--- config.mk ---
export PLATFORM = sky130hd
export DESIGN_NAME = psram_burst_arbiter
export DESIGN_NICKNAME = d
export VERILOG_FILES = /design/src/rtl/psram_burst_arbiter.sv
export SDC_FILE = /design/constraint.sdc
export NUM_CORES = 1
export LEC_CHECK = 0
export BUFFER_PORTS_ARGS = -buffer_cell sky130_fd_sc_hd__buf_2
export CAP_MARGIN = 10
export CORE_MARGIN = 2
export CORE_UTILIZATION = 25
export CTS_CLUSTER_SIZE = 10
export DETAILED_ROUTE_END_ITERATION = 12
export GPL_TIMING_DRIVEN = 0
export PLACE_DENSITY = 0.58
export SETUP_SLACK_MARGIN = 0.2
export SKIP_LAST_GASP = 1
export SLEW_MARGIN = 0
export SYNTH_ARGS = -nofsm -noshare
export SYNTH_HDL_FRONTEND = slang
export SYNTH_SLANG_ARGS = --single-unit
--- constraint.sdc ---
create_clock -name xClk -period 4.7 [get_ports xClk]
set_clock_uncertainty 0.05 [all_clocks]
set_input_delay 0 -clock xClk [delete_from_list [all_inputs] [get_ports xClk]]
set_output_delay 0 -clock xClk [all_outputs]
set_load 0.01 [all_outputs]
--- src/rtl/psram_burst_arbiter.sv ---
// Shares one PSRAM burst controller between NPORT requesters: grants one burst at a time,
// issues the latched command and steers controller strobes back to the owner only.
module psram_burst_arbiter #(
    parameter int          NPORT     = 5,
    parameter int          AW        = 23,
    parameter int          LW        = 11,
    parameter int unsigned PRIO_MASK = 32'h14,
    parameter int          WDOG      = 4096
) (
    input  logic                xClk,
    input  logic                reset_n,
    input  logic [NPORT-1:0]    req,
    input  logic [NPORT-1:0]    rnw,
    input  logic [NPORT*AW-1:0] addr,
    input  logic [NPORT*LW-1:0] blen,
    output logic [NPORT-1:0]    write_next,
    output logic [NPORT-1:0]    dout_valid,
    output logic [NPORT-1:0]    done,
    output logic [NPORT-1:0]    grant,
    input  logic                ram_ready,
    output logic                ram_req,
    output logic                ram_rnw,
    output logic [AW-1:0]       ram_addr,
    output logic [LW-1:0]       ram_blen,
    input  logic                ram_wnext,
    input  logic                ram_dvalid,
    input  logic                ram_done,
    output logic                wdog_err
);

    localparam int PW = (NPORT > 1) ? $clog2(NPORT) : 1;
    localparam int WW = $clog2(WDOG + 1);
    localparam logic [NPORT-1:0] PRIO = PRIO_MASK[NPORT-1:0];

    typedef enum logic [1:0] {IDLE, ISSUE, BUSY, DONE} state_e;

    state_e            state_q, state_d;
    logic [NPORT-1:0]  grant_q, grant_d;
    logic [NPORT-1:0]  done_q, done_d;
    logic [PW-1:0]     rr_ptr_q, rr_ptr_d;
    logic [WW-1:0]     wdog_q, wdog_d;
    logic              wdog_err_q, wdog_err_d;
    logic              rnw_q, rnw_d;
    logic [AW-1:0]     addr_q, addr_d;
    logic [LW-1:0]     blen_q, blen_d;

    logic              found, win_hp;
    logic [PW-1:0]     win_idx, rr_next;
    logic [PW:0]       rr_idx;
    logic [NPORT-1:0]  win_oh;
    logic [LW-1:0]     win_blen;

    // Winner: lowest-index high-priority requester, else first request at/after rr_ptr.
    always_comb begin
        found   = 1'b0;
        win_hp  = 1'b0;
        win_idx = '0;
        rr_idx  = '0;
        for (int i = 0; i < NPORT; i++) begin
            if (!found && req[i] && PRIO[i]) begin
                found   = 1'b1;
                win_hp  = 1'b1;
                win_idx = PW'(i);
            end
        end
        for (int k = 0; k < NPORT; k++) begin
            rr_idx = {1'b0, rr_ptr_q} + (PW+1)'(k);
            if (rr_idx >= (PW+1)'(NPORT))
                rr_idx = rr_idx - (PW+1)'(NPORT);
            if (!found && req[rr_idx[PW-1:0]]) begin
                found   = 1'b1;
                win_idx = rr_idx[PW-1:0];
            end
        end
        win_oh          = '0;
        win_oh[win_idx] = found;
        rr_next         = (win_idx == PW'(NPORT - 1)) ? '0 : win_idx + PW'(1);
        win_blen        = blen[int'(win_idx)*LW +: LW];
    end

    always_comb begin
        state_d    = state_q;
        grant_d    = grant_q;
        done_d     = '0;
        rr_ptr_d   = rr_ptr_q;
        wdog_d     = wdog_q;
        wdog_err_d = wdog_err_q;
        rnw_d      = rnw_q;
        addr_d     = addr_q;
        blen_d     = blen_q;
        unique case (state_q)
            IDLE: begin
                if (ram_ready && found) begin
                    grant_d = win_oh;
                    rnw_d   = rnw[win_idx];
                    addr_d  = addr[int'(win_idx)*AW +: AW];
                    blen_d  = (win_blen == '0) ? LW'(1) : win_blen;
                    wdog_d  = '0;
                    if (!win_hp)
                        rr_ptr_d = rr_next;
                    state_d = ISSUE;
                end
            end
            ISSUE, BUSY: begin
                wdog_d = wdog_q + WW'(1);
                if (ram_done) begin
                    done_d  = grant_q;
                    grant_d = '0;
                    state_d = DONE;
                end else if (wdog_q == WW'(WDOG - 1)) begin
                    // Hung controller: release the owner as if the burst had finished.
                    done_d     = grant_q;
                    grant_d    = '0;
                    wdog_err_d = 1'b1;
                    state_d    = DONE;
                end else if (state_q == ISSUE && !ram_ready) begin
                    state_d = BUSY;
                end
            end
            DONE: state_d = IDLE;
            default: state_d = IDLE;
        endcase
    end

    always_ff @(posedge xClk or negedge reset_n) begin
        if (!reset_n) begin
            state_q    <= IDLE;
            grant_q    <= '0;
            done_q     <= '0;
            rr_ptr_q   <= '0;
            wdog_q     <= '0;
            wdog_err_q <= 1'b0;
            rnw_q      <= 1'b0;
            addr_q     <= '0;
            blen_q     <= '0;
        end else begin
            state_q    <= state_d;
            grant_q    <= grant_d;
            done_q     <= done_d;
            rr_ptr_q   <= rr_ptr_d;
            wdog_q     <= wdog_d;
            wdog_err_q <= wdog_err_d;
            rnw_q      <= rnw_d;
            addr_q     <= addr_d;
            blen_q     <= blen_d;
        end
    end

    assign grant      = grant_q;
    assign done       = done_q;
    assign wdog_err   = wdog_err_q;
    assign ram_req    = (state_q == ISSUE);
    assign ram_rnw    = rnw_q;
    assign ram_addr   = addr_q;
    assign ram_blen   = blen_q;
    assign write_next = grant_q & {NPORT{ram_wnext}};
    assign dout_valid = grant_q & {NPORT{ram_dvalid}};

endmodule
==> impl_metrics.env, run 1 <==
export IMPL_status="finished, final reports clean"
export IMPL_pwr_share_clk=0.128
export IMPL_syn_instance_count=683
export IMPL_synth_ff_type="dfrtp_1"
export IMPL_synth_top_area_frac=0.316
export IMPL_combPwrFrac=0.696
export IMPL_place_area_um2=6610
export IMPL_fin_crit_sh=0.922
export IMPL_coreArea_um2=20000
export IMPL_grt_pass1_vias=5821
export IMPL_power_internal_uw=2560
export IMPL_cellPowerDensity_nw_per_um2=670
export IMPL_drt_total_wl_um=20700
export IMPL_cts_inserted_buffers=9
export IMPL_dp_hpwl_um=15400
export IMPL_gp_congestion=0.916
export IMPL_place_inst=1194
export IMPL_cp_arrival_ps=4480
export IMPL_wire_per_inst_um=16.4
export IMPL_critPathSlowestCell="fa_1"
export IMPL_final_hold_viol_count=0
export IMPL_syn_area_um2=5060
export IMPL_fin_ws_ps=365
export IMPL_drc=0
export IMPL_rsz0062_at_grt="false"
export IMPL_power_leakage_uw=0.00378
export IMPL_maxSlewHeadroom=0.265
export IMPL_clockBufferDepth=2
export IMPL_switching_share=0.492
export IMPL_nNetsFinal=1181
export IMPL_root_buffer="clkbuf_16"
export IMPL_htreeDepth=3
export IMPL_worst_slew_pin_slew_ps=1100
export IMPL_cts_sinks=64
export IMPL_fin_area_um2=7510
export IMPL_areaGrowthSynthToFinish_pct=48.2
export IMPL_yosysMostFrequentCell="nand2_1"
export IMPL_synth_edf_count=0
export IMPL_firstDrtPassIters=5
export IMPL_slowest_delay_ps=440
export IMPL_fmax_mhz=231
export IMPL_fin_cells=1256
export IMPL_cts_tree="done"
export IMPL_startpoint_type="flip-flop"
export IMPL_holdCritPathClass="in -> reg"
export IMPL_power_switching_uw=2470
export IMPL_fp_row_count=52
export IMPL_yosys_area_top_type="dfrtp_1"
export IMPL_yosys_top_cells_count="216 x nand2_1, 64 x dfrtp_1, 50 x a21oi_1"
export IMPL_fin_setup_tns_ps=0
export IMPL_via_per_inst=4.89
export IMPL_drt_initial_drc_count=294
export IMPL_dieArea_um2=21400
export IMPL_ir_drop_uv=223
export IMPL_ios=243
export IMPL_ys_async_sr_fraction=1.00
export IMPL_grt_pass1_wl_um=31600
export IMPL_crit_type="reg -> reg"
export IMPL_post_place_ws_ps=-566
export IMPL_die_w_um=146
export IMPL_required_ps=4840
export IMPL_synth_avg_cell_area_um2=7.41
export IMPL_clkSlewWorstSetupHoldPaths_ps=60
export IMPL_drive_gt1_frac=0.347
export IMPL_fillers=2176
export IMPL_vias=6147
export IMPL_track_usage=0.186
export IMPL_finalMaxSlewViolations=0
export IMPL_ant_nets=0
export IMPL_path_cells="buf_6, clkinvlp_4, ha_1, inv_1, fa_1, a21oi_4, mux2i_2, o21ai_0, a31oi_1, nand4_1, o31a_1, a21oi_4, nor2_4, buf_4, buf_2, a221oi_1, o21ai_0"
export IMPL_grt_max_degree=65
export IMPL_port_buffers=241
export IMPL_finalCriticalPeriod_ps=4330
export IMPL_cp_max_fo=10
export IMPL_grt_ovfl_total=0
export IMPL_insertion_delay_ps=330
export IMPL_seq_area_frac_synth=0.316
export IMPL_finalSetupViolCount=0
export IMPL_yosysWarnings=0
export IMPL_synth_nets=884
export IMPL_pwr_share_seq=0.176
export IMPL_synth_seq_cells=64
export IMPL_ys_top_cells_by_area="dfrtp_1 32%, nand2_1 16%, a221oi_1 5.0%, a21oi_1 4.9%, o21ai_0 4.6%"
export IMPL_dieHeight_um=146
export IMPL_yosysUniqueCellTypes=61
export IMPL_cp_end_kind="flip-flop"
export IMPL_maxCapViolCount=0
export IMPL_antenna_found_initial=1
export IMPL_start_util=0.253
logic make-up (layout without fill, tap and decap cells):
logic type	after synthesis	count (layout)	synth area share
xor gates and xnor gates	9	9	0.0156
and+or+nand+nor	315	315	0.271
AOI/OAI and AO/OA	187	187	0.254
buffers and inverters	70	372	0.0576
other	0	1	0
muxes	23	23	0.0469
DFF	64	64	0.316
adders and majority gates	15	15	0.0385
power by group through the flow:
stage | clock network (uW) | registers (uW) | logic (uW)
CTS | 664 | 890 | 3240
detailed placement | 0 | 893 | 3100
finish | 645 | 885 | 3500
global placement | 0 | 885 | 3090
floorplan | 0 | 954 | 2020
global route | 685 | 915 | 3870
area by class of cell:
| cell class | instances | area, um2 | area share |
|---|---|---|---|
| plain buffers | 45 | 258 | 0.0343 |
| clock buffers | 12 | 236 | 0.0315 |
| diodes | 1 | 2.50 | 0.000333 |
| flip-flops and latches | 64 | 1600 | 0.214 |
| clock inverters | 4 | 45.0 | 0.00600 |
| multi-input cells | 549 | 3300 | 0.439 |
| well taps | 270 | 338 | 0.0450 |
| repair buffers | 287 | 1620 | 0.216 |
| inverters | 24 | 101 | 0.0135 |
flip-flops by register name, indices dropped and copies added (netlist names):
register / flops
ram_addr: 23
wdog_q: 13
ram_blen: 11
done: 5
grant: 5
rr_ptr_q: 3
state_q: 2
ram_rnw: 1
wdog_err: 1
per-layer routing:
metal	GRT usage	vias to the layer above	share of wire
met1	0.248	2877	0.45
met2	0.300	237	0.47
met4	0.0505	0	0.019
met3	0.0469	22	0.068
met5	0	-	0
li1	-	3011	-
cells in the final DEF (no fill, tap or decap), types with 4 or more instances in the layout:
master,synthesis,routed
inv_1,23,20
clkbuf_1,24,16
ha_1,14,13
dfrtp_1,64,62
clkbuf_16,0,9
nand2b_1,12,12
nand3b_1,4,4
nor3b_1,5,5
a311oi_1,9,9
a21oi_1,50,48
a221o_1,4,4
a221oi_1,29,26
xnor2_1,5,5
mux2_2,6,6
a41o_1,6,6
buf_4,2,28
dlygate4sd3_1,0,28
nand2_1,216,215
o22ai_1,4,4
nor2_1,24,21
clkbuf_2,0,5
xor2_1,4,4
buf_2,11,252
nor2b_1,5,5
o21ai_0,47,45
and2_1,18,18
nand3_1,10,10
mux2i_1,17,13
what timing repair did:
item                                    4_1_cts  5_1_grt
cloned                                        0        0
hold buffers                                 28        0
setup buffers                                 4       14
endpoints found under the setup margin       53       32
pin swaps                                     2        8
hold endpoints to repair                     92        0
gates resized for setup                      37       29
worst paths after layout:
path / endpoint / cells after the start / from / slack [ps]
max: ram_addr[15] / 17 / rr_ptr_q[0] / 370
min: ram_addr[3] / 5 / addr[26] / 7
max reg2reg: ram_addr[15] / 17 / rr_ptr_q[0] / 370
min reg2reg: wdog_err / 1 / wdog_err / 420
max in group asynchronous: rr_ptr_q[1] / 2 / reset_n / 3720
min in group asynchronous: done[3] / 2 / reset_n / 280
stage by stage:
stage               utilization  hold WS (ps)  total power [uW]
floorplan                     -          -346              2970
global placement          0.330           252              3970
detailed placement        0.330           129              4000
CTS                       0.363          2.62              4790
global route              0.375          32.2              5470
finish                    0.375          6.76              5030
worst max-delay path, delay by kind of cell (launching register included):
kind            cells  cell delay [ps]
mux                 1              270
buf+inv             5              810
simple gates        2              340
flops               1              430
fa+ha+maj           2              590
compound gates      7             1700
Power figures use the tool's default switching activity.
==> inputs of run 2 (changes only) <==
--- a/config.mk
+++ b/config.mk
@@ -5,7 +5,7 @@
 export SDC_FILE = /design/constraint.sdc
 export NUM_CORES = 1
 export LEC_CHECK = 0
-export BUFFER_PORTS_ARGS = -buffer_cell sky130_fd_sc_hd__buf_2
+export BUFFER_PORTS_ARGS = -buffer_cell sky130_fd_sc_hd__buf_4
 export CAP_MARGIN = 10
 export CORE_MARGIN = 2
 export CORE_UTILIZATION = 25
==> impl_metrics.env, run 2 (synthesized netlist as in run 1, its figures left out) <==
export IMPL_startpoint_type="flip-flop"
export IMPL_vias=6143
export IMPL_fillers=2162
export IMPL_die_w_um=146
export IMPL_place_inst=1194
export IMPL_maxSlewHeadroom=0.348
export IMPL_hold_slack_ps=9.15
export IMPL_grt_pass1_vias=5818
export IMPL_via_per_inst=4.92
export IMPL_fmax_mhz=232
export IMPL_dp_hpwl_um=16000
export IMPL_start_util=0.253
export IMPL_insertion_delay_ps=330
export IMPL_reg2reg_from="rr_ptr_q[0]"
export IMPL_post_place_ws_ps=-527
export IMPL_final_hold_viol_count=0
export IMPL_fp_row_count=52
export IMPL_ir_drop_uv=223
export IMPL_insertedDiodeCount=0
export IMPL_root_buffer="clkbuf_16"
export IMPL_pwr_share_clk=0.130
export IMPL_power_internal_uw=2650
export IMPL_cp_end_kind="flip-flop"
export IMPL_fin_setup_tns_ps=0
export IMPL_clkSlewWorstSetupHoldPaths_ps=60
export IMPL_ios=243
export IMPL_cts_sinks=64
export IMPL_combPwrFrac=0.696
export IMPL_finalSetupViolCount=0
export IMPL_rsz0062_at_grt="false"
export IMPL_fin_ws_ps=395
export IMPL_dieHeight_um=146
export IMPL_min_delay_start="addr[26]"
export IMPL_worst_slew_pin_slew_ps=974
export IMPL_power_leakage_uw=0.00393
export IMPL_critPathLaunch="rr_ptr_q[0]"
export IMPL_cts_tree="done"
export IMPL_largest_register_ffs=23
export IMPL_grt_max_degree=65
export IMPL_finalMaxSlewViolations=0
export IMPL_final_common_cell="buf_4"
export IMPL_power_switching_uw=2510
export IMPL_drc=0
export IMPL_maxCapViolCount=0
export IMPL_dieArea_um2=21400
export IMPL_drive_gt1_frac=0.344
export IMPL_nNetsFinal=1174
export IMPL_crit_type="reg -> reg"
export IMPL_coreArea_um2=20000
export IMPL_slowest_delay_ps=460
export IMPL_status="finished, final reports clean"
export IMPL_finalCriticalPeriod_ps=4300
export IMPL_drt_total_wl_um=21400
export IMPL_fin_crit_sh=0.916
export IMPL_cp_arrival_ps=4500
export IMPL_pwr_share_seq=0.174
export IMPL_htreeDepth=3
export IMPL_grt_pass1_wl_um=32000
export IMPL_grt_ovfl_total=0
export IMPL_switching_share=0.487
export IMPL_layout_common_cells="258 x buf_4, 215 x nand2_1, 63 x dfrtp_1, 47 x a21oi_1, 44 x o21ai_0"
export IMPL_cts_inserted_buffers=9
export IMPL_areaGrowthSynthToFinish_pct=59.1
export IMPL_antenna_found_initial=0
export IMPL_path_cells="clkbuf_4, clkinvlp_4, ha_1, inv_1, fa_1, a21oi_4, mux2i_2, o21ai_0, a31oi_1, nand4_1, nor2_2, a22oi_4, inv_2, buf_6, buf_6, mux2i_2, o221ai_1, nand3b_1, o31ai_1"
export IMPL_cp_max_fo=10
export IMPL_cellPowerDensity_nw_per_um2=640
export IMPL_final_util=0.402
export IMPL_track_usage=0.190
export IMPL_port_buffers=241
export IMPL_fin_cells=1248
export IMPL_drt_initial_drc_count=376
export IMPL_clockBufferDepth=2
export IMPL_ant_nets=0
export IMPL_required_ps=4890
export IMPL_firstDrtPassIters=5
export IMPL_gp_congestion=0.920
export IMPL_critPathSlowestCell="fa_1"
export IMPL_holdCritPathClass="in -> reg"
export IMPL_wire_per_inst_um=17.1
==> run 2: cell count changes in the layout (fill, tap and decap cells not counted), sizes merged <==
cell and change:
buf -11, diode -1, clkinvlp +3, dlygate4sd3 +1, clkinv -1, inv +1
==> run 2: worst max-delay path, delay by kind of cell (launching register included) <==
family                   cells  cell delay, ps
AND/OR/NAND/NOR              3             710
flip-flops                   1             400
AO/OA/AOI/OAI                6            1140
buffers and inverters        6             790
adder cells (fa/ha/maj)      2             600
multiplexers                 2             550
==> run 2: path summary, 6_finish.rpt <==
check / end / slack (ps) / depth (start not counted)
setup / recovery: ram_blen[0] / 400 / 19
hold / removal: ram_addr[3] / 9 / 5
setup reg to reg: ram_blen[0] / 400 / 19
hold reg to reg: wdog_err / 420 / 1
max in group asynchronous: rr_ptr_q[1] / 3720 / 2
min in group asynchronous: state_q[1] / 280 / 2
==> run 2: power groups by stage <==
| stage | Clock [uW] | Combinational (uW) | Sequential [uW] |
|---|---|---|---|
| 3_3_place_gp | 0 | 3230 | 898 |
| 4_1_cts | 686 | 3370 | 905 |
| 5_1_grt | 706 | 3930 | 924 |
| 6_report | 669 | 3590 | 899 |
| 2_1_floorplan | 0 | 2020 | 954 |
| 3_5_place_dp | 0 | 3240 | 908 |
==> run 2: final cells by class <==
class / instances / area [um2] / area share
timing repair buffer: 280 / 2170 / 0.270
sequential: 64 / 1600 / 0.199
clock inverter: 7 / 71.3 / 0.00885
clock buffer: 9 / 225 / 0.0280
buffer: 45 / 264 / 0.0328
multi-input combinational: 549 / 3280 / 0.407
tap: 270 / 338 / 0.0419
inverter: 24 / 101 / 0.0126
==> run 2: layer usage <==
metal,vias up,wire length (um),GRT usage
met1,2914,9510,0.250
met2,219,10200,0.318
met4,0,413,0.0476
met5,-,0,0
li1,2988,-,-
met3,22,1230,0.0397
==> run 2: stage by stage <==
stage          instance area, um2  total power [uW]
2_1_floorplan                5060              2970
3_3_place_gp                 7210              4130
3_5_place_dp                 7210              4140
4_1_cts                      7890              4960
5_1_grt                      8060              5560
6_report                     8060              5160
==> run 2: timing repair <==
action                     4_1_cts  5_1_grt
pin swaps                        2        7
resized for setup               34       35
setup endpoints to repair       53       37
hold buffers                    29        0
buffers inserted                 3        7
hold endpoints to repair        93        0
==> inputs of run 3 (changes only) <==
--- a/config.mk
+++ b/config.mk
@@ -5,13 +5,13 @@
 export SDC_FILE = /design/constraint.sdc
 export NUM_CORES = 1
 export LEC_CHECK = 0
+export ABC_CLOCK_PERIOD_IN_PS = 4400
 export BUFFER_PORTS_ARGS = -buffer_cell sky130_fd_sc_hd__buf_4
 export CAP_MARGIN = 10
 export CORE_MARGIN = 2
 export CORE_UTILIZATION = 25
 export CTS_CLUSTER_SIZE = 10
 export DETAILED_ROUTE_END_ITERATION = 12
-export GPL_TIMING_DRIVEN = 0
 export PLACE_DENSITY = 0.58
 export SETUP_SLACK_MARGIN = 0.2
 export SKIP_LAST_GASP = 1
==> constraint.sdc (replaced) <==
create_clock -name xClk -period 4.4 [get_ports xClk]
set_clock_uncertainty 0.05 [all_clocks]
set_input_delay 0 -clock xClk [delete_from_list [all_inputs] [get_ports xClk]]
set_output_delay 0 -clock xClk [all_outputs]
set_load 0.01 [all_outputs]
==> impl_metrics.env, run 3 (synthesized netlist as in run 1, its figures left out) <==
export IMPL_dieArea_um2=21400
export IMPL_min_path_cells=3
export IMPL_finalMaxSlewViolations=0
export IMPL_largest_register_ffs=23
export IMPL_fmax_mhz=249
export IMPL_drc=0
export IMPL_via_per_inst=4.90
export IMPL_cellPowerDensity_nw_per_um2=651
export IMPL_cp_arrival_ps=4210
export IMPL_drive_gt1_frac=0.320
export IMPL_root_buffer="clkbuf_16"
export IMPL_insertion_delay_ps=330
export IMPL_ant_nets=0
export IMPL_rsz0062_at_grt="true"
export IMPL_fp_row_count=52
export IMPL_slowest_delay_ps=420
export IMPL_drt_total_wl_um=19500
export IMPL_start_util=0.253
export IMPL_track_usage=0.177
export IMPL_fin_cells=1217
export IMPL_vias=5965
export IMPL_areaGrowthSynthToFinish_pct=55.2
export IMPL_post_place_ws_ps=284
export IMPL_cts_sinks=64
export IMPL_dp_hpwl_um=14500
export IMPL_cp_end_kind="flip-flop"
export IMPL_fin_crit_sh=0.913
export IMPL_startpoint_type="flip-flop"
export IMPL_status="finished, final reports clean"
export IMPL_cp_max_fo=22
export IMPL_path_cells="buf_4, ha_1, nand2b_1, a311o_1, and2_1, a211oi_2, nand2_1, a211o_1, a22oi_4, inv_6, buf_8, mux2i_1, o22ai_1, a211oi_1, nand4_1, o31ai_2"
export IMPL_required_ps=4600
export IMPL_critPathSlowestCell="a311o_1"
export IMPL_gp_congestion=0.874
export IMPL_fin_setup_tns_ps=0
export IMPL_fin_ws_ps=384
export IMPL_clockBufferDepth=2
export IMPL_fillers=2171
export IMPL_cts_tree="done"
export IMPL_grt_pass1_vias=5748
export IMPL_finalCriticalPeriod_ps=4020
export IMPL_port_buffers=242
export IMPL_dieHeight_um=146
export IMPL_rr_worst_depth=16
export IMPL_die_w_um=146
export IMPL_place_inst=1172
export IMPL_clkSlewWorstSetupHoldPaths_ps=50
export IMPL_drt_initial_drc_count=372
export IMPL_cts_inserted_buffers=9
export IMPL_final_util=0.392
export IMPL_place_area_um2=7210
export IMPL_fin_area_um2=7860
export IMPL_antenna_found_initial=0
export IMPL_grt_pass1_wl_um=30400
export IMPL_grt_ovfl_total=0
export IMPL_htreeDepth=3
export IMPL_final_hold_viol_count=0
export IMPL_firstDrtPassIters=5
export IMPL_crit_type="reg -> reg"
export IMPL_holdCritPathClass="in -> reg"
export IMPL_grt_max_degree=65
export IMPL_ios=243
export IMPL_finalSetupViolCount=0
export IMPL_insertedDiodeCount=0
export IMPL_ir_drop_uv=388
export IMPL_worst_slew_pin_slew_ps=833
export IMPL_final_common_cell="buf_4"
export IMPL_layout_common_cells="263 x buf_4, 216 x nand2_1, 63 x dfrtp_1, 49 x a21oi_1, 45 x o21ai_0"
export IMPL_maxCapViolCount=0
export IMPL_maxSlewHeadroom=0.445
export IMPL_wire_per_inst_um=16.0
export IMPL_coreArea_um2=20000
export IMPL_power_leakage_uw=0.00387
export IMPL_nNetsFinal=1146
## run 3: layout make-up
| cell class | count | area [um2] | area share |
|---|---|---|---|
| multi-input combinational | 549 | 3220 | 0.410 |
| sequential | 64 | 1600 | 0.204 |
| clock buffer | 12 | 256 | 0.0326 |
| timing repair buffer | 297 | 2340 | 0.298 |
| clock inverter | 1 | 5.00 | 0.000637 |
| inverter | 24 | 95.1 | 0.0121 |
| tap | 270 | 338 | 0.0430 |
## run 3: worst paths after layout
kind	start	end	slack [ps]
worst min register to register	wdog_err	wdog_err	420
worst min-delay path	blen[50]	ram_blen[6]	5
min in group asynchronous	reset_n	state_q[1]	260
worst max-delay path	rr_ptr_q[1]	ram_blen[0]	380
worst max register to register	rr_ptr_q[1]	ram_blen[0]	380
max in group asynchronous	reset_n	rr_ptr_q[2]	3440
## run 3: worst max-delay path, delay by kind of cell, from the launching register on
kind                       cells  cell delay, ps
AOI/OAI and AO/OA              7            1820
adders and majority gates      1             270
muxes                          1             170
buffers and inverters          3             490
DFF                            1             400
and+or+nand+nor                4             730
## run 3: stage by stage
stage          total power, uW  hold WS [ps]
3_5_place_dp              4330           113
3_3_place_gp              4320           119
4_1_cts                   5040          1.28
6_report                  5110          4.88
2_1_floorplan             3170          -346
5_1_grt                   5560          32.2
## run 3: routing by layer
metal  GRT usage  wire length [um]  vias to the layer above
met1       0.232              8330                     2779
met5           0                 0                        -
met3      0.0419              1430                       27
met2       0.296              9390                      235
li1            -                 -                     2924
met4      0.0456               351                        0
## run 3: repair_timing
action,4_1_cts,5_1_grt
setup endpoints to repair,0,21
buffers inserted,0,1
hold endpoints to repair,93,0
hold buffers,31,0
gates resized for setup,0,21
## run 3: power breakdown
group	internal (uW)	total, uW	leakage, uW	switching [uW]
clock network	401	646	0.000130	246
registers	807	977	0.000818	170
logic	1470	3490	0.00292	2020
total	2680	5110	0.00387	2430
